`src/rtl/mod_pkg.sv`:
```
// Shared constants and types for the modular-arithmetic blocks:
// default datapath width, iteration count and controller states.
package mod_pkg;

  localparam int MOD_WIDTH = 19;

  // The operand limit n < 2^(width-2) leaves two bits of headroom.
  // That headroom sets the number of shift-add steps.
  function automatic int mod_iter(input int width);
    return width - 2;
  endfunction

  typedef enum logic [1:0] {
    IDLE,
    RUN,
    DONE
  } state_e;

endpackage

```
`src/rtl/mod.sv`:
```
// Combinational restoring divider stage: r = a mod m, q = a / m.
// When m is zero the result is q = all ones and r = a.
module mod
  import mod_pkg::*;
#(
  parameter int WIDTH = MOD_WIDTH
) (
  input  logic [WIDTH-1:0] a,
  input  logic [WIDTH-1:0] m,
  output logic [WIDTH-1:0] q,
  output logic [WIDTH-1:0] r
);

  always_comb begin
    logic [WIDTH:0] rem;
    // NOTE: every output of a combinational block gets a default before any
    // branch, so no path leaves it unassigned and no latch is inferred.
    q   = '0;
    rem = '0;
    for (int i = WIDTH - 1; i >= 0; i--) begin
      rem = {rem[WIDTH-1:0], a[i]};
      if (rem >= {1'b0, m}) begin
        rem  = rem - {1'b0, m};
        q[i] = 1'b1;
      end
    end
    r = rem[WIDTH-1:0];
  end

endmodule

```
`src/rtl/modmul_seq.sv`:
```
// Sequential modular multiplier computing (x*y) mod n.
// It processes one multiplier bit per cycle, MSB first, with a valid/ready handshake on each side.
module modmul_seq
  import mod_pkg::*;
#(
  parameter int WIDTH = MOD_WIDTH
) (
  input  logic             clk,
  input  logic             rst_n,
  input  logic             in_valid,
  output logic             in_ready,
  input  logic [WIDTH-1:0] x,
  input  logic [WIDTH-1:0] y,
  input  logic [WIDTH-1:0] n,
  output logic             out_valid,
  input  logic             out_ready,
  output logic [WIDTH-1:0] result,
  output logic             err
);

  localparam int ITER  = mod_iter(WIDTH);
  localparam int CNT_W = (ITER > 1) ? $clog2(ITER) : 1;

  state_e           state_q, state_d;
  logic [WIDTH-1:0] x_q, x_d, y_q, y_d, n_q, n_d;
  logic [WIDTH-1:0] acc_q, acc_d;
  logic [CNT_W-1:0] cnt_q, cnt_d;
  logic             in_ready_q, in_ready_d;
  logic             out_valid_q, out_valid_d;
  logic [WIDTH-1:0] result_q, result_d;
  logic             err_q, err_d;

  logic [WIDTH-1:0] red_op, rem, quo_unused;
  logic             legal;

  // The upper two bits of n must be zero, so 2*acc + x stays below 3n and fits in WIDTH bits.
  assign legal = (n != '0) && (n[WIDTH-1:WIDTH-2] == 2'b00) && (x < n) && (y < n);

  assign red_op = {acc_q[WIDTH-2:0], 1'b0} + (y_q[cnt_q] ? x_q : '0);

  mod #(
    .WIDTH(WIDTH)
  ) u_mod (
    .a(red_op),
    .m(n_q),
    .q(quo_unused),
    .r(rem)
  );

  always_comb begin
    state_d     = state_q;
    x_d         = x_q;
    y_d         = y_q;
    n_d         = n_q;
    acc_d       = acc_q;
    cnt_d       = cnt_q;
    in_ready_d  = in_ready_q;
    out_valid_d = out_valid_q;
    result_d    = result_q;
    err_d       = err_q;

    case (state_q)
      IDLE: begin
        if (in_valid) begin
          in_ready_d = 1'b0;
          if (legal) begin
            x_d     = x;
            y_d     = y;
            n_d     = n;
            acc_d   = '0;
            cnt_d   = CNT_W'(ITER - 1);
            state_d = RUN;
          end else begin
            out_valid_d = 1'b1;
            err_d       = 1'b1;
            result_d    = '0;
            state_d     = DONE;
          end
        end
      end
      RUN: begin
        acc_d = rem;
        if (cnt_q == '0) begin
          out_valid_d = 1'b1;
          result_d    = rem;
          err_d       = 1'b0;
          state_d     = DONE;
        end else begin
          cnt_d = cnt_q - 1'b1;
        end
      end
      DONE: begin
        if (out_ready) begin
          out_valid_d = 1'b0;
          result_d    = '0;
          err_d       = 1'b0;
          in_ready_d  = 1'b1;
          state_d     = IDLE;
        end
      end
      default: state_d = IDLE;
    endcase
  end

  // NOTE: sequential state uses non-blocking assignments.
  // Every flop then samples pre-edge values, whatever the statement order.
  always_ff @(posedge clk or negedge rst_n) begin
    if (!rst_n) begin
      state_q     <= IDLE;
      x_q         <= '0;
      y_q         <= '0;
      n_q         <= '0;
      acc_q       <= '0;
      cnt_q       <= '0;
      in_ready_q  <= 1'b1;
      out_valid_q <= 1'b0;
      result_q    <= '0;
      err_q       <= 1'b0;
    end else begin
      state_q     <= state_d;
      x_q         <= x_d;
      y_q         <= y_d;
      n_q         <= n_d;
      acc_q       <= acc_d;
      cnt_q       <= cnt_d;
      in_ready_q  <= in_ready_d;
      out_valid_q <= out_valid_d;
      result_q    <= result_d;
      err_q       <= err_d;
    end
  end

  assign in_ready  = in_ready_q;
  assign out_valid = out_valid_q;
  assign result    = result_q;
  assign err       = err_q;

endmodule

```
`config.mk`:
```
export PLATFORM = sky130hd
export DESIGN_NAME = modmul_seq
export DESIGN_NICKNAME = d
export VERILOG_FILES = /design/src/rtl/mod_pkg.sv /design/src/rtl/mod.sv /design/src/rtl/modmul_seq.sv
export SDC_FILE = /design/constraint.sdc
export NUM_CORES = 1
export LEC_CHECK = 0
export ABC_AREA = 0
export BUFFER_PORTS_ARGS = -buffer_cell sky130_fd_sc_hd__buf_2
export CELL_PAD_IN_SITES_DETAIL_PLACEMENT = 0
export CELL_PAD_IN_SITES_GLOBAL_PLACEMENT = 2
export CORE_ASPECT_RATIO = 0.7
export CORE_MARGIN = 5
export CORE_UTILIZATION = 40
export CTS_CLUSTER_DIAMETER = 60
export DETAILED_ROUTE_END_ITERATION = 6
export PLACE_DENSITY_LB_ADDON = 0.12
export SYNTH_ARGS = -nofsm -noshare
export SYNTH_HDL_FRONTEND = slang
export SYNTH_SLANG_ARGS = --single-unit
```
`constraint.sdc`:
```
create_clock -name clk -period 113.6 [get_ports clk]
set_input_delay 5.68 -clock clk [delete_from_list [all_inputs] [get_ports clk]]
set_output_delay 5.68 -clock clk [all_outputs]
set_load 0.1 [all_outputs]
```
==> results by group <==
Detailed routing
  – Router iterations before antenna repair: 6
  – First DRT Iteration DRCs: 2,241
  – Total wire length: 95.9 mm
  – Vias: between 20,000 and 30,000
  – DR DRC count: 0
  – Mean number of vias per cell: around 5.9
  – Avg WL per Cell: around 22 um
  – Routed Antenna Nets: 0

STA
  – Worst hold slack: about 500 ps
  – Post-Route Setup TNS: 0 ps
  – Layout Skew: 12.5 ps
  – Hold Violations, Final: 0
  – Max Slew Vio Count: 0
  – RSZ-0062 raised after global routing: false
  – F_max: between 10 and 15 MHz
  – Final Setup Violations: 0
  – Tcrit/Tclk final: 0.665
  – Final min period: approximately 75,000 ps
  – Max_slew headroom: 0.275
  – Worst slew pin tran: roughly 1100 ps

Min path
  – Hold worst-path end: result[0]
  – Hold Path Class: reg2reg
  – Min-Delay Startpoint: result[0]
  – Hold depth: 2

Critical path
  – Worst Path Required: about 110,000 ps
  – R2r startpoint: cnt_q[0]
  – Crit Path Max Fanout: 32
  – Largest stage delay, worst path: approximately 950 ps
  – CP Capture Type: flip-flop
  – CP Class: reg2reg
  – CP max-delay cell: a2111oi_0
  – Startpoint Class: flip-flop
  – CP most frequent cell: o21ai_0
  – Critical Path AT: around 76,000 ps
  – Worst r2r path cells: about 310
  – Reg2reg end: acc_q[5]
  – FF-to-FF setup slack: around 38,000 ps

Layout
  – Final #Nets: ~4,000
  – Fill cells: between 6,000 and 7,000
  – Register area: roughly 2600 um^2
  – Antenna cells: 0
  – Commonest non-fill, non-tap cells in the layout: ha_1 (402), nor2_1 (297), nand2_1 (275)
  – Final instance area: 28,600 um^2
  – Share of post-route cells with drive strength above 1: 0.121
  – Leading cell type in the layout, fill and taps excluded: ha_1
  – Area Growth Syn to Fin: 6.31%
  – Area of the multi-input gates: between 20,000 and 25,000 um^2

Logic synthesis
  – Main flop type after synthesis: dfrtp_1
  – Post-Syn Area: 26,900 um^2
  – Register bit total from synthesis: 104
  – Yosys warns: 0
  – Mapped Nets: 3,939
  – Seq/Total Area, Yosys: 0.0969
  – Cells after Synth: about 3,500
  – Asr flop ratio synth: 1.00
  – Yosys cell types: ~110
  – EDFF count, synth: 0
  – Mean Syn Cell Area: 7.77 um^2

Global routing
  – Number of antenna violations at the first check in global routing: 2
  – GRT Resource Usage Total: 0.255
  – First-pass GRT wire length: ~150 mm
  – Largest net degree at the start of global routing: 75
  – Grt total ovfl: 0
  – Number of global-route vias before repair: roughly 24,000

Floorplan
  – Initial core utilization: 0.404
  – Die Height: approximately 230 um
  – DIE WIDTH: 320 um
  – Core area: approximately 67,000 um^2
  – # IOs: 83
  – Num rows: between 70 and 80
  – Die area: 72,500 um^2

Place
  – DP Wirelength: between 70 and 80 mm
  – Cell Area, Placed: roughly 28,000 um^2
  – Input/output buffers: ~80
  – Placer Congestion: a little over 0.9

Clock tree
  – Clock root cell: clkbuf_16
  – Buffer count from post-CTS setup fixing: 0
  – Clk slew on worst S/H paths: ~70 ps
  – CTS Buf Count: 9
  – Clk Latency, worst-skew pair: between 300 and 400 ps
  – Sink Count: approximately 100
  – # H-tree levels: 3
  – CTS tree: built
  – CTS resizes: 0
  – CTS max path bufs: 2
  – Post-CTS Hold Buffers: 0

Status
  – Outcome: completed

Flow run
  – Max Cap Violations: 0
## metal layers
metal,vias up,track usage,wire length (um)
met5,-,0,7
met4,2,0.0406,1530
met3,102,0.0488,6950
met2,792,0.364,37500
met1,12300,0.399,50000
li1,12800,-,-
## cell usage after synthesis (all sizes together), types with 11 or more instances
cell type  number  area (um^2)
o211ai         32          297
or2            17          106
or3            17          106
nand3          46          230
fa             19          380
o21ai         279         1420
nor2b          97          607
clkbuf         43          161
o31ai          11         96.3
mux2          224         2540
dfrtp         103         2580
nand4          59          369
a21o          143         1070
o21bai         35          263
and2           35          221
ha            402         5030
a221o          11          110
inv           206          773
nand2         278         1060
mux2i          91          923
a21boi         66          503
o21a           55          413
xor2           76          666
nor4           18          119
buf            35          225
a21oi         228         1150
xnor2         152         1330
a31oi          25          163
nand2b         72          450
nor2          300         1130
and3           26          163
a211oi         25          215
o22ai          16          113
nor3           56          285
a311oi         17          168
## critical path: cells and delay by family, from the launching register on
| family | cells | cell delay, ps |
|---|---|---|
| buffers and inverters | 7 | 1280 |
| flip-flops | 1 | 570 |
| AND/OR/NAND/NOR | 71 | 13900 |
| multiplexers | 19 | 7390 |
| XOR/XNOR | 1 | 130 |
| adder cells (fa/ha/maj) | 20 | 6890 |
| AO/OA/AOI/OAI | 187 | 45040 |
## logic make-up after synthesis
| family | synth area share |
|---|---|
| AOI/OAI and AO/OA | 0.262 |
| and+or+nand+nor | 0.189 |
| adders and majority gates | 0.201 |
| muxes | 0.133 |
| buffers and inverters | 0.0434 |
| xor gates and xnor gates | 0.0743 |
| DFF | 0.0969 |
## stage by stage
stage | cells | utilization | setup slack (ps)
floorplan | 3457 | - | 50970
CTS | 4403 | 0.429 | 39630
detailed placement | 4387 | 0.425 | 40100
finish | 4403 | 0.429 | 38100
global placement | 4387 | 0.425 | 41180
global route | 4403 | 0.429 | 31950
## sequential cells by signal, summed over array words and instances (netlist names)
| signal | count |
|---|---|
| acc_q | 18 |
| cnt_q | 5 |
| err | 1 |
| in_ready | 1 |
| n_q | 19 |
| out_valid | 1 |
| result | 19 |
| state_q | 2 |
| x_q | 19 |
| y_q | 19 |
## worst max path at each step
stage,from,to,slack (ps),cells past startpoint
2_1_floorplan,cnt_q[0],result[16],50970,327
3_3_place_gp,cnt_q[0],result[9],41180,305
3_5_place_dp,cnt_q[0],acc_q[9],40100,307
4_1_cts,cnt_q[0],result[16],39630,307
5_1_grt,cnt_q[0],acc_q[5],31950,306
6_report,cnt_q[0],acc_q[5],38100,305
## layout make-up
cell class	count	area share
Multi-Input combinational cell	3067	0.809
Sequential cell	104	0.0912
Tap cell	891	0.0390
Inverter	208	0.0273
Timing Repair Buffer	117	0.0237
Clock buffer	11	0.00850
Clock inverter	5	0.00162
Power is not shown: default switching activity piles up to over one toggle a cycle in this logic, so the estimate is an artifact.
